==> src/rtl/mem_arb_pkg.sv <==
// mem_arb_pkg: shared types and constants for the memory arbiter
package mem_arb_pkg;
  localparam int WORD_W = 32;
  localparam int BE_W = 4;
  typedef enum logic [1:0] {R_NONE, R_I, R_D} resp_e;
endpackage

==> src/rtl/mem_arb_prio.sv <==
// mem_arb_prio: data-priority two-way selector with fetch starvation override
module mem_arb_prio #(
  parameter int STARVE_LIMIT = 3
) (
  input  logic       i_req,
  input  logic       d_req,
  input  logic [3:0] starve_cnt,
  output logic       i_gnt,
  output logic       d_gnt
);
  localparam logic [3:0] LIM = 4'(STARVE_LIMIT);
  logic starved;
  always_comb begin
    starved = starve_cnt == LIM;
    i_gnt = i_req & (~d_req | starved);
    d_gnt = d_req & ~(i_req & starved);
  end
endmodule

==> src/rtl/mem_arbiter.sv <==
// mem_arbiter: shares one synchronous RAM between fetch and data ports with 1-cycle read latency
module mem_arbiter
  import mem_arb_pkg::*;
#(
  parameter int MEM_AW = 12,
  parameter int STARVE_LIMIT = 3
) (
  input  logic              clk,
  input  logic              rst_n,
  input  logic              i_req_i,
  input  logic [31:0]       i_addr_i,
  output logic              i_gnt_o,
  output logic              i_rvalid_o,
  output logic [WORD_W-1:0] i_rdata_o,
  input  logic              d_req_i,
  input  logic [BE_W-1:0]   d_we_i,
  input  logic [31:0]       d_addr_i,
  input  logic [WORD_W-1:0] d_wdata_i,
  output logic              d_gnt_o,
  output logic              d_rvalid_o,
  output logic [WORD_W-1:0] d_rdata_o,
  output logic              mem_en_o,
  output logic [BE_W-1:0]   mem_we_o,
  output logic [MEM_AW-1:0] mem_addr_o,
  output logic [WORD_W-1:0] mem_wdata_o,
  input  logic [WORD_W-1:0] mem_rdata_i,
  output logic              stall_o
);
  localparam logic [3:0] LIM = 4'(STARVE_LIMIT);
  resp_e resp_q, resp_d;
  logic [3:0] starve_cnt;
  logic [WORD_W-1:0] i_rdata_q, d_rdata_q;
  logic unused_addr;
  mem_arb_prio #(.STARVE_LIMIT(STARVE_LIMIT)) u_prio (
    .i_req(i_req_i),
    .d_req(d_req_i),
    .starve_cnt(starve_cnt),
    .i_gnt(i_gnt_o),
    .d_gnt(d_gnt_o)
  );
  assign unused_addr = ^{i_addr_i[31:MEM_AW+2], i_addr_i[1:0], d_addr_i[31:MEM_AW+2], d_addr_i[1:0]};
  always_comb begin
    mem_en_o = i_gnt_o | d_gnt_o;
    mem_we_o = d_gnt_o ? d_we_i : '0;
    mem_addr_o = d_gnt_o ? d_addr_i[MEM_AW+1:2] : i_gnt_o ? i_addr_i[MEM_AW+1:2] : '0;
    mem_wdata_o = d_gnt_o ? d_wdata_i : '0;
    stall_o = (i_req_i & ~i_gnt_o) | (d_req_i & ~d_gnt_o);
    resp_d = i_gnt_o ? R_I : (d_gnt_o && d_we_i == '0) ? R_D : R_NONE;
    i_rvalid_o = resp_q == R_I;
    d_rvalid_o = resp_q == R_D;
    i_rdata_o = i_rvalid_o ? mem_rdata_i : i_rdata_q;
    d_rdata_o = d_rvalid_o ? mem_rdata_i : d_rdata_q;
  end
  always_ff @(posedge clk or negedge rst_n)
    if (!rst_n) begin
      resp_q <= R_NONE;
      starve_cnt <= '0;
      i_rdata_q <= '0;
      d_rdata_q <= '0;
    end else begin
      resp_q <= resp_d;
      starve_cnt <= (i_req_i & ~i_gnt_o) ? (starve_cnt == LIM ? starve_cnt : starve_cnt + 4'd1) : '0;
      if (i_rvalid_o) i_rdata_q <= mem_rdata_i;
      if (d_rvalid_o) d_rdata_q <= mem_rdata_i;
    end
endmodule

==> config.mk <==
export PLATFORM = sky130hd
export DESIGN_NAME = mem_arbiter
export DESIGN_NICKNAME = d
export VERILOG_FILES = /design/src/rtl/mem_arb_pkg.sv /design/src/rtl/mem_arb_prio.sv /design/src/rtl/mem_arbiter.sv
export SDC_FILE = /design/constraint.sdc
export NUM_CORES = 1
export LEC_CHECK = 0
export ABC_AREA = 1
export ABC_CLOCK_PERIOD_IN_PS = 1750
export BUFFER_PORTS_ARGS = -buffer_cell sky130_fd_sc_hd__buf_2
export CORE_MARGIN = 5
export CORE_UTILIZATION = 40
export CTS_CLUSTER_SIZE = 40
export DETAILED_ROUTE_END_ITERATION = 7
export MAX_ROUTING_LAYER = met4
export PLACE_DENSITY = 0.81
export SYNTH_ARGS = -nofsm -noshare
export SYNTH_HDL_FRONTEND = slang
export SYNTH_SLANG_ARGS = --single-unit
==> constraint.sdc <==
create_clock -name clk -period 1.75 [get_ports clk]
set_input_delay 0.2625 -clock clk [delete_from_list [all_inputs] [get_ports clk]]
set_output_delay 0.2625 -clock clk [all_outputs]
set_load 0.01 [all_outputs]
**Yosys cells after proc, flatten, opt, wreduce, memory -nomap -nowiden**

Cells that the tools add are included.
Widths: inputs -> output; s select.

- Bits in registers: 70
- Latch bits: 0
- RAM bits: 0
- Bits in read-only memories: 0
- Input bits: 136
- Output and inout port bits: 118
- Logic and storage cells: 33
- Memories kept: 0

- Add/subtract/negate cells: 1
- $mul: 0
- Div/mod/pow operators: 0
- Magnitude comparators: 0
- Equal/unequal tests: 4
- Shifts and indexed selects: 0
- Muxes and demuxes: 10
- Bitwise logic cells: 12
- Reduce and logical (&&, ||, !) cells: 2

Operator list:

| operator | number |
|---|---|
| $mux 32 | 3 |
| $mux 12 | 2 |
| $mux 4 | 3 |
| $and 1x1->1 | 5 |
| $add 4x1->4 const B | 1 |
| $eq 4x2->1 const B | 1 |
| $logic_not 4->1 | 1 |
| $mux 2 | 2 |
| $not 1->1 | 4 |
| $or 1x1->1 | 3 |
| $eq 2x1->1 const B | 1 |
| $eq 2x2->1 const B | 1 |
| $ne 2x2->1 const B | 1 |
| $logic_and 1x1->1 | 1 |

**Longest topological paths before layout**

Gate-level depths: netlist (run 1).

- Depth in word-level cells: 7
- Gate-level depth with buffers: 6
- Mapped depth without buffers: 5

**By module**

A second synthesis (run 1) with hierarchy kept.

- Cell total of the unflattened synthesis: 404
- Area total of the unflattened synthesis: 3291.9 um^2

Modules (own cells, without submodules):

| module | instances | cells each | area an instance (um^2) |
|---|---|---|---|
| mem_arbiter | 1 | 395 | 3241.9 |
| mem_arb_prio | 1 | 9 | 50.0 |

**Least setup slack after synthesis (run 1)**

OpenSTA, ideal clock, no wires.

- Path kind: register to output
- Start: register starve_cnt[0]
- End: output port mem_wdata_o[22]
- Arrival time: 1.204 ns
- Data required time: 1.487 ns
- Slack: 0.284 ns
- Stages on the path, launching flop included: 7
- Buffers on the path: 2
- Cells stage by stage: dfrtp_1 -> ha_1 -> nand3_2 -> nand2_2 -> buf_6 -> buf_6 -> nor2_1

- Cells in the longest elaborated chain, start to end: 5

Ends and longest elaborated chain:

| element | line | RTL |
|---|---|---|
| from (decl) | mem_arbiter.sv:31 | `logic [3:0] starve_cnt;` |
| from (signal assigned) | mem_arbiter.sv:62 | `starve_cnt <= (i_req_i & ~i_gnt_o) ? (starve_cnt == LIM ? starve_cnt : starve_cnt + 4'd1) : '0;` |
| $eq 4x2->1 | mem_arb_prio.sv:14 | `starved = starve_cnt == LIM;` |
| $and 1x1->1 | mem_arb_prio.sv:16 | `d_gnt = d_req & ~(i_req & starved);` |
| $not 1->1 | mem_arb_prio.sv:16 |  |
| $and 1x1->1 | mem_arb_prio.sv:16 |  |
| $mux 32 | mem_arbiter.sv:46 | `mem_wdata_o = d_gnt_o ? d_wdata_i : '0;` |
| to (decl) | mem_arbiter.sv:25 | `output logic [WORD_W-1:0] mem_wdata_o,` |

No other way between the ends.

**Final worst setup path (run 1)**

- Start: register resp_q[0]
- End: output port d_rdata_o[13]

- Cells in the longest elaborated chain, start to end: 2

Ends and longest elaborated chain:

| element | line | RTL |
|---|---|---|
| from (decl) | mem_arbiter.sv:30 | `resp_e resp_q, resp_d;` |
| from (signal assigned) | mem_arbiter.sv:61 | `resp_q <= resp_d;` |
| $eq 2x2->1 | mem_arbiter.sv:50 | `d_rvalid_o = resp_q == R_D;` |
| $mux 32 | -- |  |
| to (decl) | mem_arbiter.sv:21 | `output logic [WORD_W-1:0] d_rdata_o,` |

No other way between the ends.

==> flow_summary.yaml, run 1 <==
timing:
  setup_viol: 108
  finalCritPeriodShare_pct: 108
  worstMarginPinSlew_ns: 0.396
  max_freq_ghz: 0.529
  min_period_ns: 1.89
  relSlewSlack_pct: 73.6
  slew_violations: 0
  finalClockSkew_ns: 0.00971
  fin_ws_ns: -0.140
  rsz0062_at_grt: "yes"
  setup_tns_ns: -6.71
  timing_hold_violations_final: 0
clock_tree:
  path_clk_slew_ns: 0.08
  root_buffer: "clkbuf_8"
  cts_tree: "done"
  numCtsBuffers: 9
  htree_levels: 3
  cts_sinks: 70
  worst_skew_pair.late_latency_ns: 0.34
  max-clock-path-buffers: 2
route:
  wl_per_cell_um: 16.9
  drt_iter0_drc: 115
  post-route-drc-count: 0
  drt_pass1_iterations: 4
  vias: 3593
  routed_wl_um: 12400
  viasPerCell: 4.88
  ant_nets: 0
final_layout:
  nNetsFinal: 767
  layout.cells.non_filler: 737
  diodes: 0
  synthToLayoutAreaGrowth_pct: 77.9
  layout-drive-gt1-share_pct: 55.9
run:
  maxCapViolCount: 0
synthesis:
  yosysWarnings: 0
  syn_area_um2: 3230
  avgSynthCellArea_um2: 8.23
  syn-instance-count: 392
  synth_cell_type_count: 21
  synth_seq_cells: 70
  yosysSeqAreaShare_pct: 54.3
  syn_nets: 529
outcome:
  status: "finished with violations"
  violations: "setup timing"
grt:
  overflow: 0
  grt_max_degree: 71
  grt_pass1_vias: 3563
  antenna_found_initial: 0
  track_usage_pct: 22.5
  grt_pass1_wl_um: 17100
floorplan:
  design.die.area_um2: 9960
  dieWidth_um: 99.8
  die_h_um: 99.8
  num_rows: 32
  initial_utilization_pct: 41.3
  io_pins: 254
  core_area_um2: 7810
min_path:
  hp-class: "primary input to register"
  min-delay-start: "mem_rdata_i[28]"
placed_design:
  post-place-cells: 691
  place_congestion: 0.955
  io_buffers: 213
  post-place-ws_ns: 0.120
  hpwl_um: 7570
power:
  power_density_nw_per_um2: 990
  power_leakage_nw: 3.22
  vdd_ir_drop_max_mv: 0.488
worst_setup_path:
  crit_path_max_fanout: 6
  cp.arrival_ns: 1.63
  crit_start: "resp_q[0]"
  r2r_slack_ns: 0.29
  critical_path_required_ns: 1.49
  startpoint_type: "register"
  setup.worst_path.class: "register to primary output"
  crit-reg2reg-launch: "resp_q[0]"
  worst_setup_path_end_kind: "primary output"
-- critical path, stage by stage, from the launching register on --
cell     delay (ns)
dfrtp_1        0.38
or2_4          0.28
buf_12         0.16
buf_16         0.15
o21ai_4        0.18
buf_6          0.13
-- stage by stage --
step                util [%]  area (um^2)  hold WS, ns  power (W)
CTS                     67.4         5260        0.165    0.00531
global placement        55.8         4360        0.307    0.00324
finish                  73.5         5740        0.183    0.00568
floorplan                  -         3230      -0.0331    0.00266
global route            73.5         5740        0.165    0.00596
detailed placement      55.8         4360        0.313    0.00329
-- cell usage in the layout, fill, tap and decap left out, types with 2 or more instances in the layout --
cell         n
buf_16       4
buf_2      183
dfrtp_1     70
nor2_2      15
inv_1       75
o21ai_0      3
buf_6       34
nand2_1     51
o21ai_1     24
nor2_1      26
clkbuf_8     9
nand4_1      2
nand2_2     27
buf_4       16
o21ai_2      8
buf_12       6
o21ai_4     29
nand2_4      7
bufinv_16    4
clkbuf_16    5
nand3_1     25
-- kinds of logic after synthesis --
family          Yosys count  synth area share (%)
compound gates           65                  11.2
xor+xnor                  1                 0.272
fa+ha+maj                 1                 0.388
buf+inv                  99                  14.0
flops                    70                  54.3
simple gates            156                  19.8
-- cells in the mapped netlist --
| library cell | instances | share of area [%] |
|---|---|---|
| nor2_2 | 1 | 0.19 |
| nand2_2 | 1 | 0.19 |
| nor2_1 | 41 | 4.8 |
| o21ai_1 | 22 | 3.4 |
| nand2_1 | 83 | 9.7 |
| nand4_1 | 2 | 0.39 |
| o21ai_0 | 32 | 5.0 |
| inv_1 | 76 | 8.8 |
| a21oi_1 | 1 | 0.16 |
| dfrtp_1 | 70 | 54 |
| buf_2 | 7 | 1.1 |
| buf_6 | 9 | 3.1 |
| nand3_1 | 25 | 3.9 |
| ha_1 | 1 | 0.39 |
| clkbuf_1 | 6 | 0.70 |
| nand3_2 | 1 | 0.31 |
| buf_4 | 1 | 0.23 |
| or2_1 | 1 | 0.19 |
| or2_2 | 1 | 0.19 |
| o21ai_2 | 10 | 2.7 |
| xnor2_1 | 1 | 0.27 |
-- final timing paths --
kind                                 end  cells past startpoint
setup / recovery           d_rdata_o[13]                      5
hold / removal             d_rdata_q[28]                      3
setup reg to reg           d_rdata_q[14]                      7
hold reg to reg            d_rdata_q[16]                      2
max in group asynchronous  d_rdata_q[27]                      3
min in group asynchronous  i_rdata_q[20]                      3
-- layer usage --
metal | up-vias | track usage, % | wire length [um]
met5 | - | - | 0
met4 | 0 | 9.45 | 380
met3 | 34 | 5.98 | 968
met2 | 190 | 39.3 | 6560
met1 | 1699 | 24.2 | 4540
li1 | 1670 | - | -
-- registers in the layout (all words and copies together), names as in the netlist --
name and cells:
d_rdata_q 32, i_rdata_q 32, starve_cnt 4, resp_q 2
-- power by group --
part | switching (W) | internal, W | leakage [nW]
registers | 0.000119 | 0.00191 | 0.850
logic | 0.00100 | 0.000964 | 2.24
clock network | 0.000589 | 0.00109 | 0.130
-- timing repair --
action	CTS	global route
endpoints found under the setup margin	91	115
buffers inserted	13	5
resized for setup	117	75
cloned	5	7
hold endpoints to repair	70	0
hold buffers	1	0
pin swaps	4	6
-- final cells by class --
class | instances | area (um^2)
inverter | 76 | 285
multi-input combinational | 224 | 1530
clock inverter | 6 | 134
timing repair buffer | 249 | 1780
tap | 102 | 128
clock buffer | 10 | 128
sequential | 70 | 1750
fill | 535 | 2070
Power figures use the tool's default switching activity.
==> run 2: changes to the inputs <==
- CORE_ASPECT_RATIO: default -> 0.7
==> run 2 against run 1 <==
Compared with the run above:
- the run still ends with setup timing left
- clock power shrank 7%
- utilization decreased by 3.8 points
- sequential power barely moved
- non-clock buffer count fell by 11
- cell count fell by 2.0%
- hold slack better by 0.037 ns
- combinational power fell by 17%
- worst setup slack better by 0.026 ns
- wire length down 8.6%
- critical endpoint is now mem_we_o[0]
==> flow_summary.yaml, run 2 (synthesis results as in run 1) <==
worst_setup_path:
  critical_path_required_ns: 1.49
  cp.arrival_ns: 1.60
  crit-reg2reg-launch: "resp_q[0]"
  r2r_cells: 4
  setup.worst_path.class: "register to primary output"
  worst_setup_path_end_kind: "primary output"
  startpoint_type: "register"
  crit_path_max_fanout: 9
  crit_start: "starve_cnt[1]"
final_layout:
  mostFrequentLayoutCells: "185 x buf_2, 75 x inv_1, 70 x nand2_1, 69 x dfrtp_1, 33 x buf_6"
  synthToLayoutAreaGrowth_pct: 70.1
  final_common_cell: "buf_2"
  diodes: 0
  layout.cells.non_filler: 722
  layout-drive-gt1-share_pct: 53.5
  reg_top3: "d_rdata_q (32), i_rdata_q (32), starve_cnt (4)"
  nNetsFinal: 755
clock_tree:
  cts_sinks: 70
  max-clock-path-buffers: 2
  cts_tree: "done"
  numCtsBuffers: 9
  root_buffer: "clkbuf_16"
  worst_skew_pair.late_latency_ns: 0.32
  path_clk_slew_ns: 0.05
  htree_levels: 3
route:
  routed_wl_um: 11400
  wl_per_cell_um: 15.8
  vias: 3421
  viasPerCell: 4.74
  drt_pass1_iterations: 5
  ant_nets: 0
  drt_iter0_drc: 246
  post-route-drc-count: 0
power:
  power_w: 0.00520
  switching_share_pct: 30.3
  p_int_w: 0.00362
  p_clk_share_pct: 30.0
  power_density_nw_per_um2: 948
  comb_power_share_pct: 31.3
  p_sw_w: 0.00158
  vdd_ir_drop_max_mv: 0.731
  p_seq_share_pct: 38.7
  power_leakage_nw: 3.10
placed_design:
  place_congestion: 0.913
  io_buffers: 213
  post-place-cells: 691
  hpwl_um: 7370
min_path:
  hp-class: "primary input to register"
  min-delay-start: "mem_rdata_i[5]"
  hold-path-cell-count: 3
timing:
  max_freq_ghz: 0.537
  setup_tns_ns: -2.03
  slew_violations: 0
  relSlewSlack_pct: 73.5
  min_period_ns: 1.86
  finalCritPeriodShare_pct: 106
  finalClockSkew_ns: 0.00633
  fin_ws_ns: -0.114
  setup_viol: 66
  worstMarginPinSlew_ns: 0.398
  whs_ns: 0.219
  timing_hold_violations_final: 0
  rsz0062_at_grt: "yes"
outcome:
  status: "finished with violations"
  violations: "setup timing"
floorplan:
  design.die.area_um2: 9990
  die_h_um: 85.1
  dieWidth_um: 117
  num_rows: 27
  core_area_um2: 7870
  io_pins: 254
  initial_utilization_pct: 41.0
grt:
  overflow: 0
  grt_pass1_vias: 3307
  grt_pass1_wl_um: 15900
  track_usage_pct: 20.0
  antenna_found_initial: 0
  grt_max_degree: 71
run:
  maxCapViolCount: 0
run 2: changes by cell type in the layout (fill, tap and decap cells not counted), sizes merged:
| cell | change |
|---|---|
| buf | -11 |
| bufinv | -4 |
| nand2 | -1 |
| clkbuf | +2 |
run 2: cell type report:
type / instances / area (um^2)
Clock inverter: 2 / 10.0
Inverter: 76 / 285
Fill cell: 582 / 2380
Timing Repair Buffer: 238 / 1630
Tap cell: 101 / 126
Sequential cell: 70 / 1750
Multi-Input combinational cell: 223 / 1440
Clock buffer: 12 / 246
run 2: per-layer routing:
layer,global-route usage (%),wire length [um]
met1,22.9,4350
met2,34.0,5850
met3,6.66,814
met4,4.85,353
met5,-,0
run 2: worst paths after layout:
check                                 to  slack, ns
max                          mem_we_o[0]      -0.11
min                         d_rdata_q[5]       0.22
max reg2reg                 d_rdata_q[6]       0.54
min reg2reg                 d_rdata_q[4]       0.47
max in group asynchronous  starve_cnt[2]       0.93
min in group asynchronous  i_rdata_q[12]       0.50
run 2: stage by stage:
step	setup slack, ns	utilization [%]	area (um^2)
6_report	-0.114	69.7	5490
5_1_grt	-0.158	69.7	5490
4_1_cts	-0.0564	60.9	4800
3_5_place_dp	0.112	55.3	4350
3_3_place_gp	0.168	55.3	4350
2_1_floorplan	0.284	-	3230
run 2: power by group through the flow:
stage | combinational [W] | sequential, W | clock (W)
after CTS | 0.00136 | 0.00200 | 0.00160
after global routing | 0.00177 | 0.00204 | 0.00168
after global placement | 0.00122 | 0.00201 | 0
after floorplan | 0.000664 | 0.00200 | 0
after detailed placement | 0.00126 | 0.00203 | 0
final | 0.00163 | 0.00201 | 0.00156
run 2: critical path, cell delays in order (launching register included):
cell and delay [ns]:
dfrtp_1 0.41, ha_4 0.19, nand3_4 0.11, nand2_8 0.10, buf_6 0.17, nor2_1 0.13
buf_2 0.17
run 2: what timing repair did:
action                     in CTS  in global routing
buffers inserted                2                  3
hold buffers                    1                  0
setup endpoints to repair      86                109
hold endpoints to repair       70                  0
resized for setup              46                125
pin swaps                       3                  3
cloned                          1                 10
